--- config.mk ---
export PLATFORM = sky130hd
export DESIGN_NAME = bp_fe_realigner_flat
export DESIGN_NICKNAME = d
export VERILOG_FILES = /design/src/rtl/bp_fe_realigner_if.sv /design/src/rtl/bp_fe_realigner.sv /design/src/flat_wrapper.sv
export SDC_FILE = /design/constraint.sdc
export NUM_CORES = 1
export LEC_CHECK = 0
export BUFFER_PORTS_ARGS = -buffer_cell sky130_fd_sc_hd__buf_4
export CORE_UTILIZATION = 57
export DETAILED_ROUTE_END_ITERATION = 16
export GPL_ROUTABILITY_DRIVEN = 0
export PLACE_DENSITY = 0.82
export SLEW_MARGIN = 20
export SYNTH_ARGS = -nofsm -noshare
export SYNTH_HDL_FRONTEND = slang
export SYNTH_SLANG_ARGS = --single-unit
--- constraint.sdc ---
create_clock -name clk_i -period 10.6 [get_ports clk_i]
set_input_delay 1.06 -clock clk_i [delete_from_list [all_inputs] [get_ports clk_i]]
set_output_delay 1.06 -clock clk_i [all_outputs]
set_load 0.005 [all_outputs]
--- src/rtl/bp_fe_realigner_if.sv ---
// Fetch-window in / aligned-instruction out bundle between I$ return and PC-gen IF2 scan.
interface bp_fe_realigner_if #(parameter int vaddr_width_p = 39);
  logic                     redirect_v_i;
  logic                     fetch_v_i;
  logic [vaddr_width_p-1:0] fetch_pc_i;
  logic [31:0]              fetch_data_i;
  logic                     fetch_yumi_o;
  logic                     fetch_instr_v_o;
  logic                     fetch_instr_ready_i;
  logic [31:0]              fetch_instr_o;
  logic [vaddr_width_p-1:0] fetch_instr_pc_o;
  logic                     fetch_linear_o;
  logic                     fetch_catchup_o;
  logic                     fetch_rebase_o;

  modport slave (
    input  redirect_v_i, fetch_v_i, fetch_pc_i, fetch_data_i, fetch_instr_ready_i,
    output fetch_yumi_o, fetch_instr_v_o, fetch_instr_o, fetch_instr_pc_o,
           fetch_linear_o, fetch_catchup_o, fetch_rebase_o
  );

  modport master (
    output redirect_v_i, fetch_v_i, fetch_pc_i, fetch_data_i, fetch_instr_ready_i,
    input  fetch_yumi_o, fetch_instr_v_o, fetch_instr_o, fetch_instr_pc_o,
           fetch_linear_o, fetch_catchup_o, fetch_rebase_o
  );
endinterface

--- src/rtl/bp_fe_realigner.sv ---
// Realigns 4-byte fetch windows into one RV64IC instruction per cycle, zero-cycle combinational path.
// Window is consumed only when the produced instruction is accepted; state is frozen while ready is low.
module bp_fe_realigner #(
  parameter int vaddr_width_p = 39
) (
  input  logic             clk_i,
  input  logic             reset_i,
  bp_fe_realigner_if.slave bus
);
  localparam int va = vaddr_width_p;

  logic          resid_v_r, resid_v_n;
  logic [15:0]   resid_r, resid_n;
  logic [va-1:0] resid_pc_r, resid_pc_n;
  logic          hold_v_r, hold_v_n;
  logic [15:0]   hold_r, hold_n;
  logic [va-1:0] hold_pc_r, hold_pc_n;

  logic [15:0]   lo, hi;
  logic          lo_c, hi_c, match;
  logic [va-1:0] win_pc, mid_pc, resid_next_pc;

  logic          instr_v, yumi, linear, catchup, rebase;
  logic          split, drop;
  logic [31:0]   instr;
  logic [va-1:0] instr_pc;

  assign lo            = bus.fetch_data_i[15:0];
  assign hi            = bus.fetch_data_i[31:16];
  assign lo_c          = (lo[1:0] != 2'b11);
  assign hi_c          = (hi[1:0] != 2'b11);
  assign win_pc        = {bus.fetch_pc_i[va-1:2], 2'b00};
  assign mid_pc        = win_pc + va'(2);
  assign resid_next_pc = resid_pc_r + va'(2);
  assign match         = (bus.fetch_pc_i == resid_next_pc);

  always_comb begin
    instr_v    = 1'b0;
    instr      = '0;
    instr_pc   = '0;
    yumi       = 1'b0;
    linear     = 1'b0;
    catchup    = 1'b0;
    rebase     = 1'b0;
    split      = 1'b0;
    drop       = 1'b0;
    resid_v_n  = resid_v_r;
    resid_n    = resid_r;
    resid_pc_n = resid_pc_r;
    hold_v_n   = hold_v_r;
    hold_n     = hold_r;
    hold_pc_n  = hold_pc_r;

    if (bus.redirect_v_i) begin
      resid_v_n = 1'b0;
      hold_v_n  = 1'b0;
    end else if (hold_v_r) begin
      instr_v  = 1'b1;
      instr    = {16'h0, hold_r};
      instr_pc = hold_pc_r;
      catchup  = 1'b1;
      if (bus.fetch_instr_ready_i) hold_v_n = 1'b0;
    end else if (bus.fetch_v_i) begin
      if (resid_v_r && match) begin
        instr_v  = 1'b1;
        instr    = {lo, resid_r};
        instr_pc = resid_pc_r;
        split    = 1'b1;
      end else begin
        // A non-sequential window invalidates the residual; process it as fresh.
        drop = resid_v_r;
        if (!bus.fetch_pc_i[1]) begin
          instr_v  = 1'b1;
          instr_pc = bus.fetch_pc_i;
          if (lo_c) begin
            instr = {16'h0, lo};
            split = 1'b1;
          end else begin
            instr = bus.fetch_data_i;
          end
        end else if (hi_c) begin
          instr_v  = 1'b1;
          instr    = {16'h0, hi};
          instr_pc = bus.fetch_pc_i;
        end else begin
          linear     = 1'b1;
          yumi       = 1'b1;
          resid_v_n  = 1'b1;
          resid_n    = hi;
          resid_pc_n = bus.fetch_pc_i;
        end
      end

      if (split && !hi_c) linear = 1'b1;

      if (instr_v) begin
        yumi   = bus.fetch_instr_ready_i;
        rebase = drop & bus.fetch_instr_ready_i;
        if (bus.fetch_instr_ready_i) begin
          resid_v_n = 1'b0;
          if (split && hi_c) begin
            hold_v_n  = 1'b1;
            hold_n    = hi;
            hold_pc_n = mid_pc;
          end else if (split) begin
            resid_v_n  = 1'b1;
            resid_n    = hi;
            resid_pc_n = mid_pc;
          end
        end
      end else begin
        rebase = drop;
      end
    end
  end

  always_ff @(posedge clk_i or negedge reset_i) begin
    if (!reset_i) begin
      resid_v_r  <= 1'b0;
      resid_r    <= '0;
      resid_pc_r <= '0;
      hold_v_r   <= 1'b0;
      hold_r     <= '0;
      hold_pc_r  <= '0;
    end else begin
      resid_v_r  <= resid_v_n;
      resid_r    <= resid_n;
      resid_pc_r <= resid_pc_n;
      hold_v_r   <= hold_v_n;
      hold_r     <= hold_n;
      hold_pc_r  <= hold_pc_n;
    end
  end

  assign bus.fetch_instr_v_o  = instr_v;
  assign bus.fetch_instr_o    = instr;
  assign bus.fetch_instr_pc_o = instr_pc;
  assign bus.fetch_yumi_o     = yumi;
  assign bus.fetch_linear_o   = linear;
  assign bus.fetch_catchup_o  = catchup;
  assign bus.fetch_rebase_o   = rebase;

  illegal_odd_pc_a: assert property (@(posedge clk_i) disable iff (!reset_i)
    bus.fetch_v_i |-> !bus.fetch_pc_i[0]);

endmodule

--- src/flat_wrapper.sv ---
// flat-port wrapper written by rule: the top's interface ports become plain ports
module bp_fe_realigner_flat 
#(
  parameter int vaddr_width_p = 39
)
  (clk_i, reset_i, bus_redirect_v_i, bus_fetch_v_i, bus_fetch_pc_i, bus_fetch_data_i, bus_fetch_instr_ready_i, bus_fetch_yumi_o, bus_fetch_instr_v_o, bus_fetch_instr_o, bus_fetch_instr_pc_o, bus_fetch_linear_o, bus_fetch_catchup_o, bus_fetch_rebase_o);
  bp_fe_realigner_if #(.vaddr_width_p(vaddr_width_p)) bus_i ();
  input  logic clk_i;
  input  logic reset_i;
  input wire logic [$bits(bus_i.redirect_v_i)-1:0] bus_redirect_v_i;
  input wire logic [$bits(bus_i.fetch_v_i)-1:0] bus_fetch_v_i;
  input wire logic [$bits(bus_i.fetch_pc_i)-1:0] bus_fetch_pc_i;
  input wire logic [$bits(bus_i.fetch_data_i)-1:0] bus_fetch_data_i;
  input wire logic [$bits(bus_i.fetch_instr_ready_i)-1:0] bus_fetch_instr_ready_i;
  output wire logic [$bits(bus_i.fetch_yumi_o)-1:0] bus_fetch_yumi_o;
  output wire logic [$bits(bus_i.fetch_instr_v_o)-1:0] bus_fetch_instr_v_o;
  output wire logic [$bits(bus_i.fetch_instr_o)-1:0] bus_fetch_instr_o;
  output wire logic [$bits(bus_i.fetch_instr_pc_o)-1:0] bus_fetch_instr_pc_o;
  output wire logic [$bits(bus_i.fetch_linear_o)-1:0] bus_fetch_linear_o;
  output wire logic [$bits(bus_i.fetch_catchup_o)-1:0] bus_fetch_catchup_o;
  output wire logic [$bits(bus_i.fetch_rebase_o)-1:0] bus_fetch_rebase_o;
  assign bus_i.redirect_v_i = bus_redirect_v_i;
  assign bus_i.fetch_v_i = bus_fetch_v_i;
  assign bus_i.fetch_pc_i = bus_fetch_pc_i;
  assign bus_i.fetch_data_i = bus_fetch_data_i;
  assign bus_i.fetch_instr_ready_i = bus_fetch_instr_ready_i;
  assign bus_fetch_yumi_o = bus_i.fetch_yumi_o;
  assign bus_fetch_instr_v_o = bus_i.fetch_instr_v_o;
  assign bus_fetch_instr_o = bus_i.fetch_instr_o;
  assign bus_fetch_instr_pc_o = bus_i.fetch_instr_pc_o;
  assign bus_fetch_linear_o = bus_i.fetch_linear_o;
  assign bus_fetch_catchup_o = bus_i.fetch_catchup_o;
  assign bus_fetch_rebase_o = bus_i.fetch_rebase_o;
  bp_fe_realigner #(.vaddr_width_p(vaddr_width_p)) u_core (.clk_i(clk_i), .reset_i(reset_i), .bus(bus_i));
endmodule
# After elaboration in Yosys (flattened, before gate mapping)
# Index checks and enable logic that the tools add are counted.
[word_totals]
ff_bits = 112
output_inout_bits = 76
wordCells = 103
[classes]
n_addsub = 2
eq_ne = 4
muxes = 80
bitwise = 3
n_reduce_logical = 8
[op_table]
columns = ["operator", "count"]
rows = [
  ["39-bit 2-to-1 mux", 13],
  ["32-bit 2-to-1 mux", 6],
  ["16-bit 2-to-1 mux", 8],
  ["39-bit by 2-bit adder with 39-bit output, second input constant", 2],
  ["1-bit 2-to-1 mux", 53],
  ["39-bit equality test", 1],
  ["2-bit != test, second input constant", 3],
  ["6-bit AND reduction", 1],
  ["1-bit logical AND", 3],
  ["3-bit AND reduction", 1],
  ["1-bit NOT", 2],
  ["2-bit AND reduction", 1],
  ["2-bit nonzero test", 1],
  ["1-bit AND", 1],
  ["1-bit logical NOT", 1],
]

# Longest topological paths before layout
[logic_depth]
ltp_word = 14
ltp_mapped = 13

# Least setup slack after synthesis
# Ideal clock, no wire load.
[synth_path]
path_type = "input-to-output"
startpoint = "input port bus_fetch_pc_i[31]"
endpoint = "output port bus_fetch_instr_o[22]"
arrival_time_ns = 3.416
setup_slack_ns = 6.124
stages = 10
path_buffers = 1
path_cell_list = "xor2_1 or4_1 a211o_1 nand2_1 nor2_1 or3_4 nor4_4 clkbuf_1 nand2_1 a21oi_1"
[synth_via]
elab_chain_len = 6
[synth_rtl]
columns = ["item", "line_no", "text"]
rows = [
  ["start: declaration", "flat_wrapper.sv:12", "input wire logic [$bits(bus_i.fetch_pc_i)-1:0] bus_fetch_pc_i;"],
  ["39-bit equality test", "bp_fe_realigner.sv:35", "assign match = (bus.fetch_pc_i == resid_next_pc);"],
  ["1-bit logical AND", "bp_fe_realigner.sv:64", "if (resid_v_r && match) begin"],
  ["32-bit 2-to-1 mux", "bp_fe_realigner.sv:64", ""],
  ["32-bit 2-to-1 mux", "bp_fe_realigner.sv:63", "end else if (bus.fetch_v_i) begin"],
  ["32-bit 2-to-1 mux", "bp_fe_realigner.sv:57", "end else if (hold_v_r) begin"],
  ["32-bit 2-to-1 mux", "bp_fe_realigner.sv:54", "if (bus.redirect_v_i) begin"],
  ["end: declaration", "flat_wrapper.sv:17", "output wire logic [$bits(bus_i.fetch_instr_o)-1:0] bus_fetch_instr_o;"],
]
# Every way passes these cells.

# Worst setup path in the final report
[layout_path]
startpoint = "register u_core.resid_pc_r[1]"
endpoint = "output port bus_fetch_instr_pc_o[2]"
[layout_via]
elab_chain_len = 7
[layout_rtl]
columns = ["item", "line_no", "text"]
rows = [
  ["start: declaration", "bp_fe_realigner.sv:14", "logic [va-1:0] resid_pc_r, resid_pc_n;"],
  ["start signal: assignment", "bp_fe_realigner.sv:128", "resid_pc_r <= resid_pc_n;"],
  ["39-bit by 2-bit adder with 39-bit output", "bp_fe_realigner.sv:34", "assign resid_next_pc = resid_pc_r + va'(2);"],
  ["39-bit equality test", "bp_fe_realigner.sv:35", ""],
  ["1-bit logical AND", "bp_fe_realigner.sv:64", ""],
  ["39-bit 2-to-1 mux", "bp_fe_realigner.sv:64", ""],
  ["39-bit 2-to-1 mux", "bp_fe_realigner.sv:63", ""],
  ["39-bit 2-to-1 mux", "bp_fe_realigner.sv:57", ""],
  ["39-bit 2-to-1 mux", "bp_fe_realigner.sv:54", ""],
  ["end: declaration", "flat_wrapper.sv:18", "output wire logic [$bits(bus_i.fetch_instr_pc_o)-1:0] bus_fetch_instr_pc_o;"],
]
# Every way passes these cells.

==> reports/results.ini <==
[status]
status=finished, final reports clean

[setup_path]
r2r_cells=11
cp.depth=11
critical_path_class=reg -> out
worstPathRequired_ns=9.54
crit_slowest_cell=nor4b_1
crit_family=simple AND/OR/NAND/NOR gates
critPathLaunchType=register
critPathMaxStageDelay_ns=0.86
cp.arrival_ns=4.85
worstPathMaxFanout=71
path_cells=ha_1 > nand3_2 > or4_1 > o31ai_1 > nand2_1 > a311oi_1 > nor4b_1 > nand2_8 > mux2i_1 > o21ai_0 > buf_4
cp.buffers_inverters=1
critPathCaptureType=output port

[cts]
htreeDepth=3
clock-sinks=111
insertion_delay_ns=0.36
cts_buffer_depth=2
cts_hold_buf=0
path_clk_slew_ns=0.07
numCtsBuffers=9
cts_resized=0
cts_setup_buffers=0
clock_tree.root_cell=clkbuf_16
cts_tree=done

[routing]
ant_nets=0
drt_first_pass_iters=5
wire_per_inst_um=17.23
post-route-drc-count=0
dr_total_vias=6703
viasPerCell=5.985
routed_wl_um=19300
drt_iter0_markers=564

[floorplan]
ios=152
core_um2=13240
die_y_um=118.3
dieArea_um2=13990
die_w_um=118.3
num_rows=42
start_util=0.5822

[synthesis]
syn_inst=833
ys_ff_latch=111
ys.flop_type=dfrtp_1
mappedNetlistArea_um2=7710
synth.distinct_cells=66
synth_edf_count=0
synth_nets=910
synth_area_per_cell_um2=9.256
yosysWarnings=0
async_flop_share=1.000
synth-seq-area-share=0.3603

[sta]
tns_ns=0
final_hold_viol_count=0
timing.fmax_mhz=169.1
report.final.slew_viol_count=0
layout_min_cycle_time_ns=5.912
skew_ns=0.007035
setup_viol=0
rsz0062_at_grt=false
slew_headroom=0.2703
worstMarginPinSlew_ns=1.086
fin_crit_sh=0.5578

[final_layout]
area_growth_pct=18.11
nNetsFinal=1016
diodes=0
drive_gt1_frac=0.2246
final_cell_count_no_fill=1120

[placed_design]
portBuffers=151
dp.cells=1104
dp_hpwl_um=13350

[power_and_ir_drop]
vdd_drop_max_v=0.00009157
report.power.total_mw=1.317
p_per_area_nw_per_um2=144.6
p_leak_nw=4.207

[global_route]
first_global_vias=6301
antenna_found_initial=0
grt.total_usage=0.2823
grt_max_degree=72
overflow=0
grt_pass1_wl_um=31930

[flow_run]
max_cap_violations=0

[hold_path]
min_path_type=reg -> reg
holdPathStages=1

[cell usage in the layout, fill, tap and decap left out, types with 3 or more instances in the layout]
master / count
buf_4: 157
dfrtp_1: 111
nand2_1: 107
mux2_1: 83
o21ai_0: 69
mux2i_1: 56
and2_1: 38
nand3_1: 31
xnor2_1: 29
a21oi_1: 25
inv_1: 22
nor2_1: 21
mux2_2: 21
nand4_1: 19
xor2_1: 18
nor3_1: 13
clkbuf_16: 9
nor4_1: 8
and4_1: 7
or2_2: 6
o22ai_1: 6
and3_1: 6
nor2b_1: 5
nor3b_1: 5
or3_1: 3
a211oi_1: 3
and3b_1: 3
a31oi_1: 3
or4_1: 3
o21ba_2: 3
nor4b_1: 3
clkinv_2: 3
[cell families after synthesis]
group,Yosys count,share of synthesized area
adder cells (fa/ha/maj),1,0.001623
multiplexers,160,0.2246
buffers and inverters,84,0.05242
XOR/XNOR,47,0.05339
AO/OA/AOI/OAI,134,0.1034
flip-flops,111,0.3603
AND/OR/NAND/NOR,296,0.2043
[final timing paths]
kind,from,endpoint,slack (ns)
worst max-delay path,u_core.resid_pc_r[1],bus_fetch_instr_pc_o[2],4.69
worst min-delay path,u_core.resid_r[1],u_core.resid_r[1],0.47
worst max register to register,u_core.resid_pc_r[1],u_core.resid_r[15],5.32
worst min register to register,u_core.resid_r[1],u_core.resid_r[1],0.47
max in group asynchronous,reset_i,u_core.hold_pc_r[28],8.62
min in group asynchronous,reset_i,u_core.hold_r[13],0.71
[per-stage QoR]
step	utilization	hold WS [ns]	area (um2)	worst slack [ns]
after global routing	0.6876	0.4871	9106	4.437
after floorplan	-	0.4389	7710	6.124
final	0.6876	0.4688	9106	4.688
after CTS	0.6870	0.4711	9097	4.753
after detailed placement	0.6650	0.4537	8806	5.160
after global placement	0.6650	0.4513	8806	5.252
[layout make-up]
type                            count  area, um2
Fill cell                        1082       4136
Inverter                           22      82.58
Clock buffer                       12      246.5
Timing Repair Buffer              157       1179
Multi-Input combinational cell    638       4556
Sequential cell                   111       2778
Tap cell                          176      220.2
Clock inverter                      4      45.04
[sequential cells by signal, indices dropped and copies added (netlist names)]
register / cells
u_core.hold_pc_r: 38
u_core.hold_r: 16
u_core.hold_v_r: 1
u_core.resid_pc_r: 39
u_core.resid_r: 16
u_core.resid_v_r: 1
[per-layer routing]
layer	vias up	wire, um	global-route usage
met5	-	0	0
met4	0	388	0.1058
met3	30	864	0.03185
met2	197	9267	0.4673
met1	3308	8779	0.3809
li1	3168	-	-
[synth_stat cells (7+ instances only)]
cell,instances,area (um2)
mux2_2,21,236.5
nor3_1,13,65.06
nor4_1,8,50.05
nand2_1,108,405.4
xor2_1,18,157.7
xnor2_1,29,254.0
dfrtp_1,111,2778
and2_1,38,237.7
inv_1,22,82.58
and4_1,7,61.31
buf_6,8,90.09
nand3_1,31,155.2
mux2_1,83,934.7
buf_2,12,60.06
a21oi_1,25,125.1
clkbuf_1,34,127.6
nand4_1,19,118.9
o21ai_0,69,345.3
mux2i_1,56,560.5
nor2_1,21,78.83
[power by group]
part | leakage (nW) | internal (mW) | switching, mW | total, mW
registers | 1.35 | 0.529 | 0.106 | 0.635
logic | 2.71 | 0.176 | 0.158 | 0.334
clock network | 0.146 | 0.189 | 0.158 | 0.347
total | 4.21 | 0.894 | 0.423 | 1.32
(Power assumes the default switching activity.)
